$ cat src/rtl/apv_seq_pkg.sv
// Shared definitions for the APV readout sequencer: word tags, FSM states and
// the output word packers.
package apv_seq_pkg;

  localparam logic [3:0] TAG_HDR  = 4'hC;
  localparam logic [3:0] TAG_DATA = 4'h0;
  localparam logic [3:0] TAG_TRL  = 4'hE;

  typedef enum logic [2:0] {
    S_IDLE  = 3'd0,
    S_WAIT  = 3'd1,
    S_SEL   = 3'd2,
    S_MEAN  = 3'd3,
    S_HDR   = 3'd4,
    S_READ  = 3'd5,
    S_TRAIL = 3'd6
  } seq_state_e;

  function automatic logic [31:0] pack_hdr(input logic [4:0] ch, input logic [11:0] mean);
    return {TAG_HDR, ch, 11'b0, mean};
  endfunction

  function automatic logic [31:0] pack_data(input logic [4:0] ch, input logic [12:0] data);
    return {TAG_DATA, ch, 10'b0, data};
  endfunction

  function automatic logic [31:0] pack_trl(input logic [7:0] missed, input logic [19:0] evt_cnt);
    return {TAG_TRL, missed, evt_cnt};
  endfunction

endpackage

$ cat src/rtl/seq_skid2.sv
// Two-entry output buffer. Handshake: a word transfers on a clock edge where
// out_valid_o and out_ready_i are both high; push_i is honoured only while in_ready_o.
module seq_skid2 (
  input  logic        CLK,
  input  logic        RSTb,
  input  logic        push_i,
  input  logic [31:0] data_i,
  output logic        in_ready_o,
  output logic [31:0] out_data_o,
  output logic        out_valid_o,
  input  logic        out_ready_i,
  output logic [1:0]  slots_free_o
);

  logic [31:0] head_q, tail_q;
  logic [1:0]  count_q;
  logic        pop, push;

  assign pop  = (count_q != 2'd0) && out_ready_i;
  assign push = push_i && (count_q != 2'd2);

  always_ff @(posedge CLK or negedge RSTb) begin
    if (!RSTb) begin
      head_q  <= '0;
      tail_q  <= '0;
      count_q <= '0;
    end else begin
      case ({push, pop})
        2'b10: begin
          if (count_q == 2'd0) head_q <= data_i;
          else                 tail_q <= data_i;
          count_q <= count_q + 2'd1;
        end
        2'b01: begin
          head_q  <= tail_q;
          count_q <= count_q - 2'd1;
        end
        2'b11: begin
          if (count_q == 2'd1) head_q <= data_i;
          else begin
            head_q <= tail_q;
            tail_q <= data_i;
          end
        end
        default: ;
      endcase
    end
  end

  assign in_ready_o   = (count_q != 2'd2);
  assign out_data_o   = head_q;
  assign out_valid_o  = (count_q != 2'd0);
  // Slots that will be free once this cycle's pop has happened.
  assign slots_free_o = 2'd2 - count_q + {1'b0, pop};

endmodule

$ cat src/rtl/apv_readout_sequencer.sv
// Event builder: waits for all enabled APV channels, then drains each one's
// mean and data FIFOs in ascending order into a tagged 32-bit stream.
module apv_readout_sequencer
  import apv_seq_pkg::*;
#(
  parameter int N_CH        = 16,
  parameter int EVENT_WORDS = 130,
  parameter int TMO_W       = 16
) (
  input  logic               CLK,
  input  logic               RSTb,
  input  logic               ENABLE,
  input  logic [N_CH-1:0]    CH_MASK,
  input  logic [TMO_W-1:0]   TIMEOUT,
  input  logic [N_CH-1:0]    CH_EVENT_READY,
  input  logic [N_CH-1:0]    CH_FIFO_EMPTY,
  input  logic [13*N_CH-1:0] CH_DATA,
  input  logic [12*N_CH-1:0] CH_MEAN,
  output logic [N_CH-1:0]    CH_FIFO_RD,
  output logic [N_CH-1:0]    CH_RD_NEXT_MEAN,
  output logic [31:0]        OUT_DATA,
  output logic               OUT_VALID,
  input  logic               OUT_READY,
  output logic               EVENT_DONE,
  output logic               BUSY,
  output logic               TIMEOUT_ERR
);

  localparam int CH_W = (N_CH > 1) ? $clog2(N_CH) : 1;
  localparam int WL_W = $clog2(EVENT_WORDS + 1);
  localparam logic [WL_W-1:0] WL_INIT = WL_W'(EVENT_WORDS);

  seq_state_e       state_q, state_d;
  logic [N_CH-1:0]  active_q, active_d;
  logic [CH_W-1:0]  ch_q, ch_d;
  logic [WL_W-1:0]  words_left_q, words_left_d;
  logic [TMO_W-1:0] wait_cnt_q, wait_cnt_d;
  logic [7:0]       missed_q, missed_d;
  logic [19:0]      evt_cnt_q;
  logic             rd_pend_q, err_q;

  logic [N_CH-1:0]  ready_m;
  logic             all_ready, tmo_take, sel_found, rd_ok, mean_ok;
  logic [CH_W-1:0]  sel_idx;
  logic [12:0]      data_arr [N_CH];
  logic [11:0]      mean_arr [N_CH];
  logic [1:0]       slots_free;
  logic             skid_in_ready, push;
  logic [31:0]      push_data;

  function automatic logic [7:0] sat_count(input logic [N_CH-1:0] v);
    int n;
    n = 0;
    for (int i = 0; i < N_CH; i++) if (v[i]) n++;
    return (n > 255) ? 8'd255 : 8'(n);
  endfunction

  always_comb begin
    for (int i = 0; i < N_CH; i++) begin
      data_arr[i] = CH_DATA[13*i +: 13];
      mean_arr[i] = CH_MEAN[12*i +: 12];
    end
  end

  always_comb begin
    sel_idx = '0;
    for (int i = N_CH - 1; i >= 0; i--) if (active_q[i]) sel_idx = CH_W'(i);
  end

  assign sel_found = |active_q;
  assign ready_m   = CH_EVENT_READY & CH_MASK;
  assign all_ready = (ready_m == CH_MASK);
  assign tmo_take  = (state_q == S_WAIT) && ENABLE && !all_ready && (TIMEOUT != '0) &&
                     (wait_cnt_q == TIMEOUT) && (|ready_m);
  // A read is only issued if the word it returns next cycle is sure to fit.
  assign rd_ok     = (state_q == S_READ) && !CH_FIFO_EMPTY[ch_q] && (words_left_q != '0) &&
                     (slots_free > {1'b0, rd_pend_q});
  assign mean_ok   = (slots_free != 2'd0);

  always_ff @(posedge CLK or negedge RSTb) begin
    if (!RSTb) begin
      state_q      <= S_IDLE;
      active_q     <= '0;
      ch_q         <= '0;
      words_left_q <= '0;
      wait_cnt_q   <= '0;
      missed_q     <= '0;
      evt_cnt_q    <= '0;
      rd_pend_q    <= 1'b0;
      err_q        <= 1'b0;
    end else begin
      state_q      <= state_d;
      active_q     <= active_d;
      ch_q         <= ch_d;
      words_left_q <= words_left_d;
      wait_cnt_q   <= wait_cnt_d;
      missed_q     <= missed_d;
      rd_pend_q    <= rd_ok;
      if (EVENT_DONE) evt_cnt_q <= evt_cnt_q + 20'd1;
      if (!ENABLE)       err_q <= 1'b0;
      else if (tmo_take) err_q <= 1'b1;
    end
  end

  always_comb begin
    state_d      = state_q;
    active_d     = active_q;
    ch_d         = ch_q;
    words_left_d = words_left_q;
    wait_cnt_d   = wait_cnt_q;
    missed_d     = missed_q;
    case (state_q)
      S_IDLE: begin
        wait_cnt_d = '0;
        if (ENABLE && (CH_MASK != '0)) state_d = S_WAIT;
      end
      S_WAIT: begin
        if (!ENABLE) state_d = S_IDLE;
        else if (all_ready || tmo_take) begin
          state_d  = S_SEL;
          active_d = ready_m;
          missed_d = sat_count(CH_MASK & ~ready_m);
        end else if (!((TIMEOUT != '0) && (wait_cnt_q == TIMEOUT))) begin
          wait_cnt_d = wait_cnt_q + 1'b1;
        end
      end
      S_SEL: begin
        if (sel_found) begin
          state_d           = S_MEAN;
          ch_d              = sel_idx;
          active_d[sel_idx] = 1'b0;
          words_left_d      = WL_INIT;
        end else begin
          state_d = S_TRAIL;
        end
      end
      S_MEAN:  if (mean_ok) state_d = S_HDR;
      S_HDR:   state_d = S_READ;
      S_READ: begin
        if (rd_ok) words_left_d = words_left_q - 1'b1;
        if ((words_left_q == '0) && rd_pend_q) state_d = S_SEL;
      end
      S_TRAIL: if (skid_in_ready) state_d = S_IDLE;
      default: state_d = S_IDLE;
    endcase
  end

  always_comb begin
    CH_FIFO_RD      = '0;
    CH_RD_NEXT_MEAN = '0;
    push            = 1'b0;
    push_data       = '0;
    EVENT_DONE      = 1'b0;
    case (state_q)
      S_MEAN: CH_RD_NEXT_MEAN[ch_q] = mean_ok;
      S_HDR: begin
        push      = 1'b1;
        push_data = pack_hdr(5'(ch_q), mean_arr[ch_q]);
      end
      S_READ: begin
        CH_FIFO_RD[ch_q] = rd_ok;
        push             = rd_pend_q;
        push_data        = pack_data(5'(ch_q), data_arr[ch_q]);
      end
      S_TRAIL: begin
        push       = skid_in_ready;
        push_data  = pack_trl(missed_q, evt_cnt_q);
        EVENT_DONE = skid_in_ready;
      end
      default: ;
    endcase
  end

  assign BUSY        = (state_q != S_IDLE);
  assign TIMEOUT_ERR = err_q;

  seq_skid2 u_skid (
    .CLK          (CLK),
    .RSTb         (RSTb),
    .push_i       (push),
    .data_i       (push_data),
    .in_ready_o   (skid_in_ready),
    .out_data_o   (OUT_DATA),
    .out_valid_o  (OUT_VALID),
    .out_ready_i  (OUT_READY),
    .slots_free_o (slots_free)
  );

endmodule

$ cat config.mk
export PLATFORM = sky130hd
export DESIGN_NAME = apv_readout_sequencer
export DESIGN_NICKNAME = d
export VERILOG_FILES = /design/src/rtl/apv_seq_pkg.sv /design/src/rtl/seq_skid2.sv /design/src/rtl/apv_readout_sequencer.sv
export SDC_FILE = /design/constraint.sdc
export NUM_CORES = 1
export LEC_CHECK = 0
export CORE_AREA = 4 4 208 210
export CTS_CLUSTER_DIAMETER = 120
export DETAILED_ROUTE_END_ITERATION = 8
export DIE_AREA = 0 0 212 214
export GPL_ROUTABILITY_DRIVEN = 1
export SYNTH_ARGS = -nofsm -noshare
export SYNTH_HDL_FRONTEND = slang
export SYNTH_SLANG_ARGS = --single-unit
$ cat constraint.sdc
create_clock -name CLK -period 4.3 [get_ports CLK]
set_input_delay 0.43 -clock CLK [delete_from_list [all_inputs] [get_ports CLK]]
set_output_delay 0.43 -clock CLK [all_outputs]
set_load 0.02 [all_outputs]
==> results.tsv <==
metric	value	unit
status	finished, violations left	
initial_core_util	0.292	
violations	setup timing	
ant_nets	0	
row_count	75	
drc	0	
clock_path_buffers	2	
slowest_delay	0.33	ns
timing.final.ws_setup	-3.61	ns
routed_wl	57900	um
critPathKind	input pin to flop	
dr_wl_met3	5490	um
wire_per_inst	23.7	um
syn_to_final_growth	64.7	%
antenna_found_initial	22	
path_clk_slew	0.07	ns
min_period_over_period	1.84	
maxCapViolCount	0	
setup_violations	6	
crit_required	4.65	ns
leakage	7.89	nW
ir_worst_vdd	0.327	mV
slew_headroom	0.300	
core	41600	um2
fin_worst_skew	0.0106	ns
die_w	212	um
ys_types	74	
cp-end-kind	flop	
tns	-19.98	ns
fin_crit	7.91	ns
synth.cell_area	12100	um2
synthTopCellsByArea	dfrtp_1 (29%), mux4_2 (24%), nand2_1 (6.0%), o21ai_0 (5.3%), xnor2_1 (3.3%)	
worst_path_max_delay_cell	ha_1	
drt_pre_antenna_iters	5	
synth_edf_count	0	
cts_tree	yes	
die_h	214	um
synth_top_area_cell	dfrtp_1	
layout.nets	2380	
finalHoldViolations	0	
worst_slew_pin_slew	1.05	ns
grt_overflow	0	
clk_latency	0.43	ns
topRoutingLayerUsed	met5	
ys_seq_elements	139	
cts.sinks	139	
synth_nets	1738	
ys_async_sr_fraction	1.00	
arrival	8.26	ns
avgSynthCellArea	9.75	um2
ys_seq_area_frac	0.287	
cp-start-kind	input pin	
hold_class	input pin to async pin	
dieArea	45400	um2
grt_first_pass_wirelength	84000	um
syn_inst	1245	
worst-path-max-fanout	4	
hold_buffers	0	
dr_wl_met2	26200	um
drive_gt1_frac	0.228	
place_ws	-4.70	ns
synth_top_area_share	0.287	
slew_violations	0	
max_freq	0.126	GHz
final_cells	2444	
pin_count	536	
grt_start_max_net_pins	106	
cts-root-buf	clkbuf_16	
wl_met1	25200	um
yosys_warnings	0	
port_buffers	534	
numCtsBuffers	17	
gp_congestion	0.955	
synth_ff_type	dfrtp_1	
grt.total_usage	0.246	
htree_levels	4	
avgViaCountPerCell	5.19	
dpl.hpwl	48600	um
first_iter_violations	914	
dp_cells	2372	
rsz0062_at_grt	true	
cpMostUsedCell	ha_1	
dr_total_vias	12700	
powerDensity	396	nW/um2
grt_pass1_vias	13100	
fillCellCount	3874	
[routing by layer]
metal	global-route usage	vias to the layer above
met5	0	-
met4	0.0370	20
met3	0.0666	73
met2	0.388	548
met1	0.348	6155
li1	-	5895
[area by class of cell]
cell class | instances | area, um2 | area share
Multi-Input combinational cell | 996 | 8560 | 0.428
Timing Repair Buffer | 703 | 6560 | 0.328
Sequential cell | 139 | 3490 | 0.174
Tap cell | 539 | 674 | 0.0337
Clock buffer | 18 | 439 | 0.0220
Clock inverter | 14 | 150 | 0.00751
Inverter | 30 | 113 | 0.00563
Antenna cell | 5 | 12.5 | 0.000626
[power by group]
group	switching [mW]	internal, mW	total [mW]
clock	0.645	0.835	1.48
combinational	2.37	2.30	4.67
sequential	0.217	1.54	1.76
total	3.23	4.68	7.91
[path summary, 6_finish.rpt]
path                                        from                     to  slack (ns)  depth (start not counted)
max in group asynchronous                   RSTb       u_skid.tail_q[0]        3.11                          2
min in group CLK               CH_EVENT_READY[1]            active_q[1]        0.42                          3
max                            CH_EVENT_READY[0]            missed_q[6]       -3.61                         47
min                                         RSTb         wait_cnt_q[15]        0.11                          1
max reg2reg                              ch_q[0]   u_skid.out_data_o[7]        0.56                         10
min reg2reg                u_skid.out_data_o[27]  u_skid.out_data_o[27]        0.48                          2
[what timing repair did]
item,in CTS,in global routing
gates resized for setup,70,55
setup endpoints to repair,22,23
pin swaps,37,37
setup buffers,31,7
[synthesized netlist by cell type (7+ instances only)]
library cell    n
nor3_1         26
o21ai_0       129
nand2b_1       15
nand3_1        25
mux2i_1        22
nor2b_1        19
dfrtp_1       139
nor2_1        102
inv_1          30
nor4_1         23
clkbuf_1       57
a21oi_1        52
nand4_1        16
ha_1           25
and3_1         10
buf_1          17
a22oi_1        13
nand2_1       195
mux4_2        130
and2_1          7
xor2_1         42
xnor2_1        46
[critical path, delay by kind of cell]
kind | cells | cell delay (ns)
AOI/OAI and AO/OA | 11 | 1.82
and+or+nand+nor | 17 | 1.92
buffers and inverters | 4 | 0.27
muxes | 2 | 0.27
adders and majority gates | 13 | 3.54
[flip-flops by register name, summed over array words and instances, names as in the netlist]
name               cells
TIMEOUT_ERR            1
active_q              16
ch_q                   4
evt_cnt_q             20
missed_q               8
rd_pend_q              1
state_q                3
u_skid.count_q         2
u_skid.out_data_o     30
u_skid.tail_q         30
wait_cnt_q            16
words_left_q           8
[layout by cell type, fill, tap and decap left out, drive strengths merged, types with 22 or more instances in the layout]
cell type	instances
clkbuf	32
a21oi	52
o21ai	131
dfrtp	139
nor2	102
mux2i	22
xnor2	51
nand3	25
buf	174
xor2	46
ha	25
nor4	23
nand2	196
inv	38
nor3	26
clkdlybuf4s50	509
mux4	130
[through the flow]
stage / cell area (um2) / power [mW] / hold WS, ns / utilization
3_5_place_dp: 19000 / 6.26 / 0.469 / 0.456
6_report: 20000 / 7.91 / 0.107 / 0.481
3_3_place_gp: 19000 / 6.19 / 0.461 / 0.456
5_1_grt: 20000 / 8.42 / 0.202 / 0.481
2_1_floorplan: 12200 / 4.37 / 0.134 / -
4_1_cts: 19900 / 7.89 / 0.164 / 0.479
[cell families (layout without fill, tap and decap cells)]
group,Yosys count,count (layout),share of synthesized area
AO/OA/AOI/OAI,240,240,0.116
XOR/XNOR,104,104,0.0916
adder cells (fa/ha/maj),25,25,0.0258
buffers and inverters,110,765,0.0356
flip-flops,139,139,0.287
multiplexers,157,157,0.264
other,1,6,0.000309
AND/OR/NAND/NOR,469,469,0.180
Power figures use the tool's default switching activity.
==> RTL edit 1: new RTL, config.mk and constraints unchanged <==
Set the parameter `EVENT_WORDS` to 260 (it was 130).
--- a/src/rtl/apv_readout_sequencer.sv
+++ b/src/rtl/apv_readout_sequencer.sv
@@ -6,3 +6,3 @@
   parameter int N_CH        = 16,
-  parameter int EVENT_WORDS = 130,
+  parameter int EVENT_WORDS = 260,
   parameter int TMO_W       = 16
Behaviour: same outputs for any inputs over 4 cycles, from zero or initial values and one cycle with RSTb low; that may be too few to reach the edited logic, so the function may still have changed.
==> RTL edit 1 against the unedited design <==
The run still ends with setup timing left; sequential share of layout area decreased by 0.21 points; area after synthesis up 1.6%; routed wire length fell by 3.5%; core utilization grew 0.92 points; register-to-register slack better by 0.49 ns; total power increased by 14%; cell count up 1.1%; first-iteration DRC count shrank 5.9%; design area increased by 1.9%; sequential cell count is 1 higher; setup slack better by 0.70 ns; via count up 2.1%; critical path type unchanged; highest routed layer unchanged.
==> RTL edit 1: results (changes against the unedited design) <==
Place
  – IO buf count: 534 (unchanged)
  – Placement Cell Area: 19400 sq um (was 19000 sq um)
  – Post-DP HPWL: 47200 um (was 48600 um)
  – Weighted congestion reported at the end of routability-driven placement: 0.934 (was 0.955)
  – Worst Setup Slack post-DPL: -3.96 ns (was -4.70 ns)

Route
  – Detailed-route vias per instance: 5.24 (was 5.19)
  – Count of TritonRoute iterations in the first routing pass: 6 (was 5)
  – Initial DRC count: 860 (was 914)
  – Routed Wire Length: 55900 um (was 57900 um)

Global routing
  – Met1 Usage GRT: 0.328 (was 0.348)
  – Number of global-route vias before repair: 13198 (was 13106)
  – Routing usage on met2: 0.371 (was 0.388)
  – Pin count of the biggest net entering global routing: 90 (was 106)
  – Antenna violations before repair: 6 (was 22)
  – M3 GR Usage: 0.0641 (was 0.0666)
  – Global-route wire length before repair: 81800 um (was 84000 um)
  – Overall global routing resource usage: 0.237 (was 0.246)

Finish
  – Fin nets: 2411 (was 2380)
  – Ratio of cells with drive above 1 in the final layout: 0.222 (was 0.228)
  – Count of placed standard cells in the final layout, fillers left out: 2472 (was 2444)

Min path
  – Type of the most critical hold path: in -> async (unchanged)

Clock tree
  – Buffer cell driving the clock tree root: clkbuf_16 (unchanged)
  – Total number of H-tree levels: 4 (unchanged)
  – Buffer depth of the longest clock path: 2 (unchanged)
  – Clock transition at the registers of the reported paths: 0.06 ns
  – Worst-Skew Late Latency: 0.42 ns
  – CTS buffer count: 17 (unchanged)

Critical path
  – Arrival time reported for the critical path endpoint: 7.55 ns (was 8.26 ns)
  – Register-to-Register Setup Slack: 1.05 ns (was 0.56 ns)
  – Worst stage delay on the critical path: 0.40 ns (was 0.33 ns)
  – Standard cell with the maximum stage delay on the critical path: or3b_4 (was ha_1)
  – Critical path peak fanout: 4 (unchanged)

Yosys
  – Unique cell type count in the Yosys netlist: 84 (was 74)
  – Leading cell types by total area after synthesis: dfrtp_1, mux4_2, o21ai_0 (was dfrtp_1, mux4_2, nand2_1)
  – Yosys warns: 0 (unchanged)
  – Post-synthesis net count: 1754 (was 1738)
  – Synthesized instance count: 1262 (was 1245)
  – Top cells by instance count after synthesis: nand2_1, dfrtp_1, o21ai_0 (was nand2_1, dfrtp_1, mux4_2)
  – Sequential cell area fraction in the yosys report: 0.284 (was 0.287)
  – Proportion of register bits with asynchronous set or reset after synthesis: 1.00 (unchanged)

STA
  – Worst-case setup margin in the final layout: -2.91 ns (was -3.61 ns)
  – Worst slew margin relative to its limit: 0.330 (was 0.300)
  – Clock skew after layout: 0.0110 ns (was 0.0106 ns)
  – Endpoints failing setup: 6 (unchanged)

Power
  – LEAKAGE: 8.27 nW (was 7.89 nW)
  – Peak ir drop on the vdd network: 339 uV (was 327 uV)

Run status
  – Status: finished, violations left (unchanged)
  – Violations in the final reports: setup timing (unchanged)
RTL edit 1: what timing repair did:
action,4_1_cts,5_1_grt
pin swaps,41,39
endpoints found under the setup margin,7,22
resized for setup,46,32
setup buffers,17,8
RTL edit 1: critical path: cells and delay by family:
kind | cells | cell delay [ns]
buffers and inverters | 4 | 0.38
and+or+nand+nor | 16 | 1.60
AOI/OAI and AO/OA | 11 | 1.35
adders and majority gates | 13 | 3.47
muxes | 2 | 0.33
RTL edit 1: through the flow:
step / hold slack, ns / total power, mW / utilization / setup TNS, ns
detailed placement: 0.470 / 7.27 / 0.466 / -22.85
floorplan: 0.134 / 5.15 / - / -18.97
global placement: 0.462 / 7.22 / 0.466 / -22.18
CTS: 0.118 / 9.00 / 0.487 / -17.99
global route: 0.161 / 9.60 / 0.490 / -18.62
finish: 0.0942 / 9.02 / 0.490 / -16.40
RTL edit 1: final timing paths:
| check | from | cells after the start | end |
|---|---|---|---|
| worst max-delay path | CH_EVENT_READY[0] | 46 | missed_q[6]$_DFFE_PN0P_ |
| worst min register to register | u_skid.out_data_o[0]$_DFFE_PN0P_ | 2 | u_skid.out_data_o[0]$_DFFE_PN0P_ |
| worst max register to register | ch_q[1]$_DFFE_PN0P_ | 9 | u_skid.out_data_o[1]$_DFFE_PN0P_ |
| max in group asynchronous | RSTb | 2 | words_left_q[0]$_DFFE_PN0P_ |
| worst min-delay path | RSTb | 1 | u_skid.out_data_o[25]$_DFFE_PN0P_ |
| min in group CLK | CH_EVENT_READY[0] | 4 | active_q[0]$_DFFE_PN0P_ |
RTL edit 1: metal layers:
| layer | share of wire | vias up |
|---|---|---|
| met2 | 0.45 | 564 |
| li1 | - | 5988 |
| met5 | 0.00041 | - |
| met4 | 0.022 | 4 |
| met3 | 0.083 | 71 |
| met1 | 0.44 | 6330 |
RTL edit 1: report_power, final:
part           internal [mW]  total, mW  switching (mW)
logic                   2.81       5.64            2.83
registers               1.58       1.80           0.222
clock network          0.985       1.58           0.598
total                   5.37       9.02            3.65
RTL edit 1: cells by family after synthesis:
family / count (synthesis) / synth area share
xor gates and xnor gates: 104 / 0.0911
muxes: 154 / 0.259
other: 1 / 0.000304
and+or+nand+nor: 479 / 0.185
adders and majority gates: 25 / 0.0252
AOI/OAI and AO/OA: 247 / 0.120
buffers and inverters: 112 / 0.0350
DFF: 140 / 0.284
RTL edit 1: cell type report:
class | instances | area, sq um
Sequential cell | 140 | 3510
Inverter | 35 | 133
Clock inverter | 14 | 208
Timing Repair Buffer | 715 | 6770
Multi-Input combinational cell | 1010 | 8650
Fill cell | 3903 | 21200
Clock buffer | 17 | 425
Antenna cell | 2 | 5.00
Tap cell | 539 | 674
==> RTL edit 2: new RTL, same flow settings <==
Made on the original files. Encoding of `seq_state_e`: now Gray code (3 bits for 7 states).
--- a/src/rtl/apv_seq_pkg.sv
+++ b/src/rtl/apv_seq_pkg.sv
@@ -9,9 +9,9 @@
   typedef enum logic [2:0] {
-    S_IDLE  = 3'd0,
-    S_WAIT  = 3'd1,
-    S_SEL   = 3'd2,
-    S_MEAN  = 3'd3,
-    S_HDR   = 3'd4,
-    S_READ  = 3'd5,
-    S_TRAIL = 3'd6
+    S_IDLE  = 3'b000,
+    S_WAIT  = 3'b001,
+    S_SEL   = 3'b011,
+    S_MEAN  = 3'b010,
+    S_HDR   = 3'b110,
+    S_READ  = 3'b111,
+    S_TRAIL = 3'b101
   } seq_state_e;
Formal check against the unedited RTL: same outputs for any inputs over 4 cycles, from zero or initial values and one cycle with RSTb low; so few cycles prove little.
==> RTL edit 2 against the unedited design <==
The flow still finishes with violations (setup timing); critical path depth is 2 lower; register-to-register slack improved by 0.19 ns; sequential cell count is the same; die area unchanged; sequential power decreased by 11%; setup slack got worse by 0.35 ns; critical endpoint is now missed_q[5]$_DFFE_PN0P_; routed wire length is 2.7% higher; total power shrank 29%; design area is 1.4% higher; largest power group unchanged; synthesized cell count rose by 1.0%; area after synthesis up 1.9%; via count rose by 2.0%.
==> RTL edit 2: results (changes against the unedited design) <==
Finish
  – Count of clock-net buffers in the final layout: 17 (was 18)
  – Comb_multi_in: 1020 (was 996)
  – Buffers, non-clock: 707 (was 703)
  – Ratio of cells with drive above 1 in the final layout: 0.224 (was 0.228)
  – Register area: 3490 sq um (about the same)
  – Non-clock buffer area fraction after layout: 0.327 (was 0.328)

Yosys
  – Post-synthesis net count: 1751 (was 1738)
  – Unique cell type count in the Yosys netlist: 80 (was 74)
  – Sequential cell area fraction in the yosys report: 0.281 (was 0.287)
  – Avg Synthesized Cell Area: 9.83 sq um (was 9.75 sq um)
  – Top cells by instance count after synthesis: nand2_1, dfrtp_1, mux4_2 (unchanged)
  – Leading cell types by total area after synthesis: dfrtp_1, mux4_2, nand2_1 (unchanged)

Critical path
  – Critical path peak fanout: 2 (was 4)
  – Standard cell with the maximum stage delay on the critical path: or4b_1 (was ha_1)
  – Worst stage delay on the critical path: 0.47 ns (was 0.33 ns)

Power
  – Total Power Consumption: 5.62 mW (was 7.91 mW)
  – Combinational logic power: 2.57 mW (was 4.67 mW)
  – Cell area power density: 277 nW/um^2 (was 396 nW/um^2)
  – Part of the total power dissipated in sequential elements: 0.278 (was 0.223)
  – Peak ir drop on the vdd network: 278 uV (was 327 uV)

STA
  – Worst-case setup margin in the final layout: -3.95 ns (was -3.61 ns)
  – Endpoints failing setup: 6 (unchanged)
  – Clock skew after layout: 0.0167 ns (was 0.0106 ns)

Route
  – Routed Wire Length: 59400 um (was 57900 um)
  – Detailed-route vias per instance: 5.25 (was 5.19)
  – Initial DRC count: 927 (was 914)

Run status
  – Violations in the final reports: setup timing (unchanged)
  – Status: finished, violations left (unchanged)

Place
  – Placement Cell Area: 19400 sq um (was 19000 sq um)

Global routing
  – Overall global routing resource usage: 0.253 (was 0.246)
## RTL edit 2: changes by cell type after synthesis, moves of 6 or more
| cell | change |
|---|---|
| xnor2_1 | +7 |
| nand2_1 | -17 |
| nand3b_1 | +6 |
| mux2_2 | +15 |
| inv_1 | -9 |
| o21ai_0 | -13 |
| nor3_1 | -8 |
| a22o_1 | +16 |
| nor2_1 | +10 |
| mux2i_1 | -16 |
## RTL edit 2: repair_timing
item	CTS	global route
setup endpoints to repair	22	16
endpoints found under the hold margin	0	0
cloned	0	0
gates resized for setup	61	22
pin swaps	31	14
setup buffers	17	5
## RTL edit 2: kinds of logic (layout without fill, tap and decap cells)
kind of cell    Yosys count  count (layout)
simple gates            478             478
compound gates          256             256
fa+ha+maj                26              26
mux                     155             155
buf+inv                  99             761
other cells               1               7
xor+xnor                104             104
flops                   139             139
## RTL edit 2: worst paths after layout
check | startpoint | end | slack [ns] | cells past startpoint
setup / recovery | CH_EVENT_READY[0] | missed_q[5]$_DFFE_PN0P_ | -3.95 | 45
hold / removal | RSTb | wait_cnt_q[7]$_DFFE_PN0P_ | 0.12 | 1
setup reg to reg | ch_q[0]$_DFFE_PN0P_ | u_skid.out_data_o[11]$_DFFE_PN0P_ | 0.75 | 9
hold reg to reg | u_skid.out_data_o[20]$_DFFE_PN0P_ | u_skid.out_data_o[20]$_DFFE_PN0P_ | 0.48 | 2
max in group asynchronous | RSTb | ch_q[0]$_DFFE_PN0P_ | 3.13 | 2
min in group CLK | u_skid.out_data_o[20]$_DFFE_PN0P_ | u_skid.out_data_o[20]$_DFFE_PN0P_ | 0.48 | 2
## RTL edit 2: layer usage
layer	GRT usage	wire, um	vias up
met3	0.0502	4190	66
met4	0.0631	1530	10
met1	0.364	26600	6330
met2	0.391	27000	529
li1	-	-	6016
met5	0	71	-
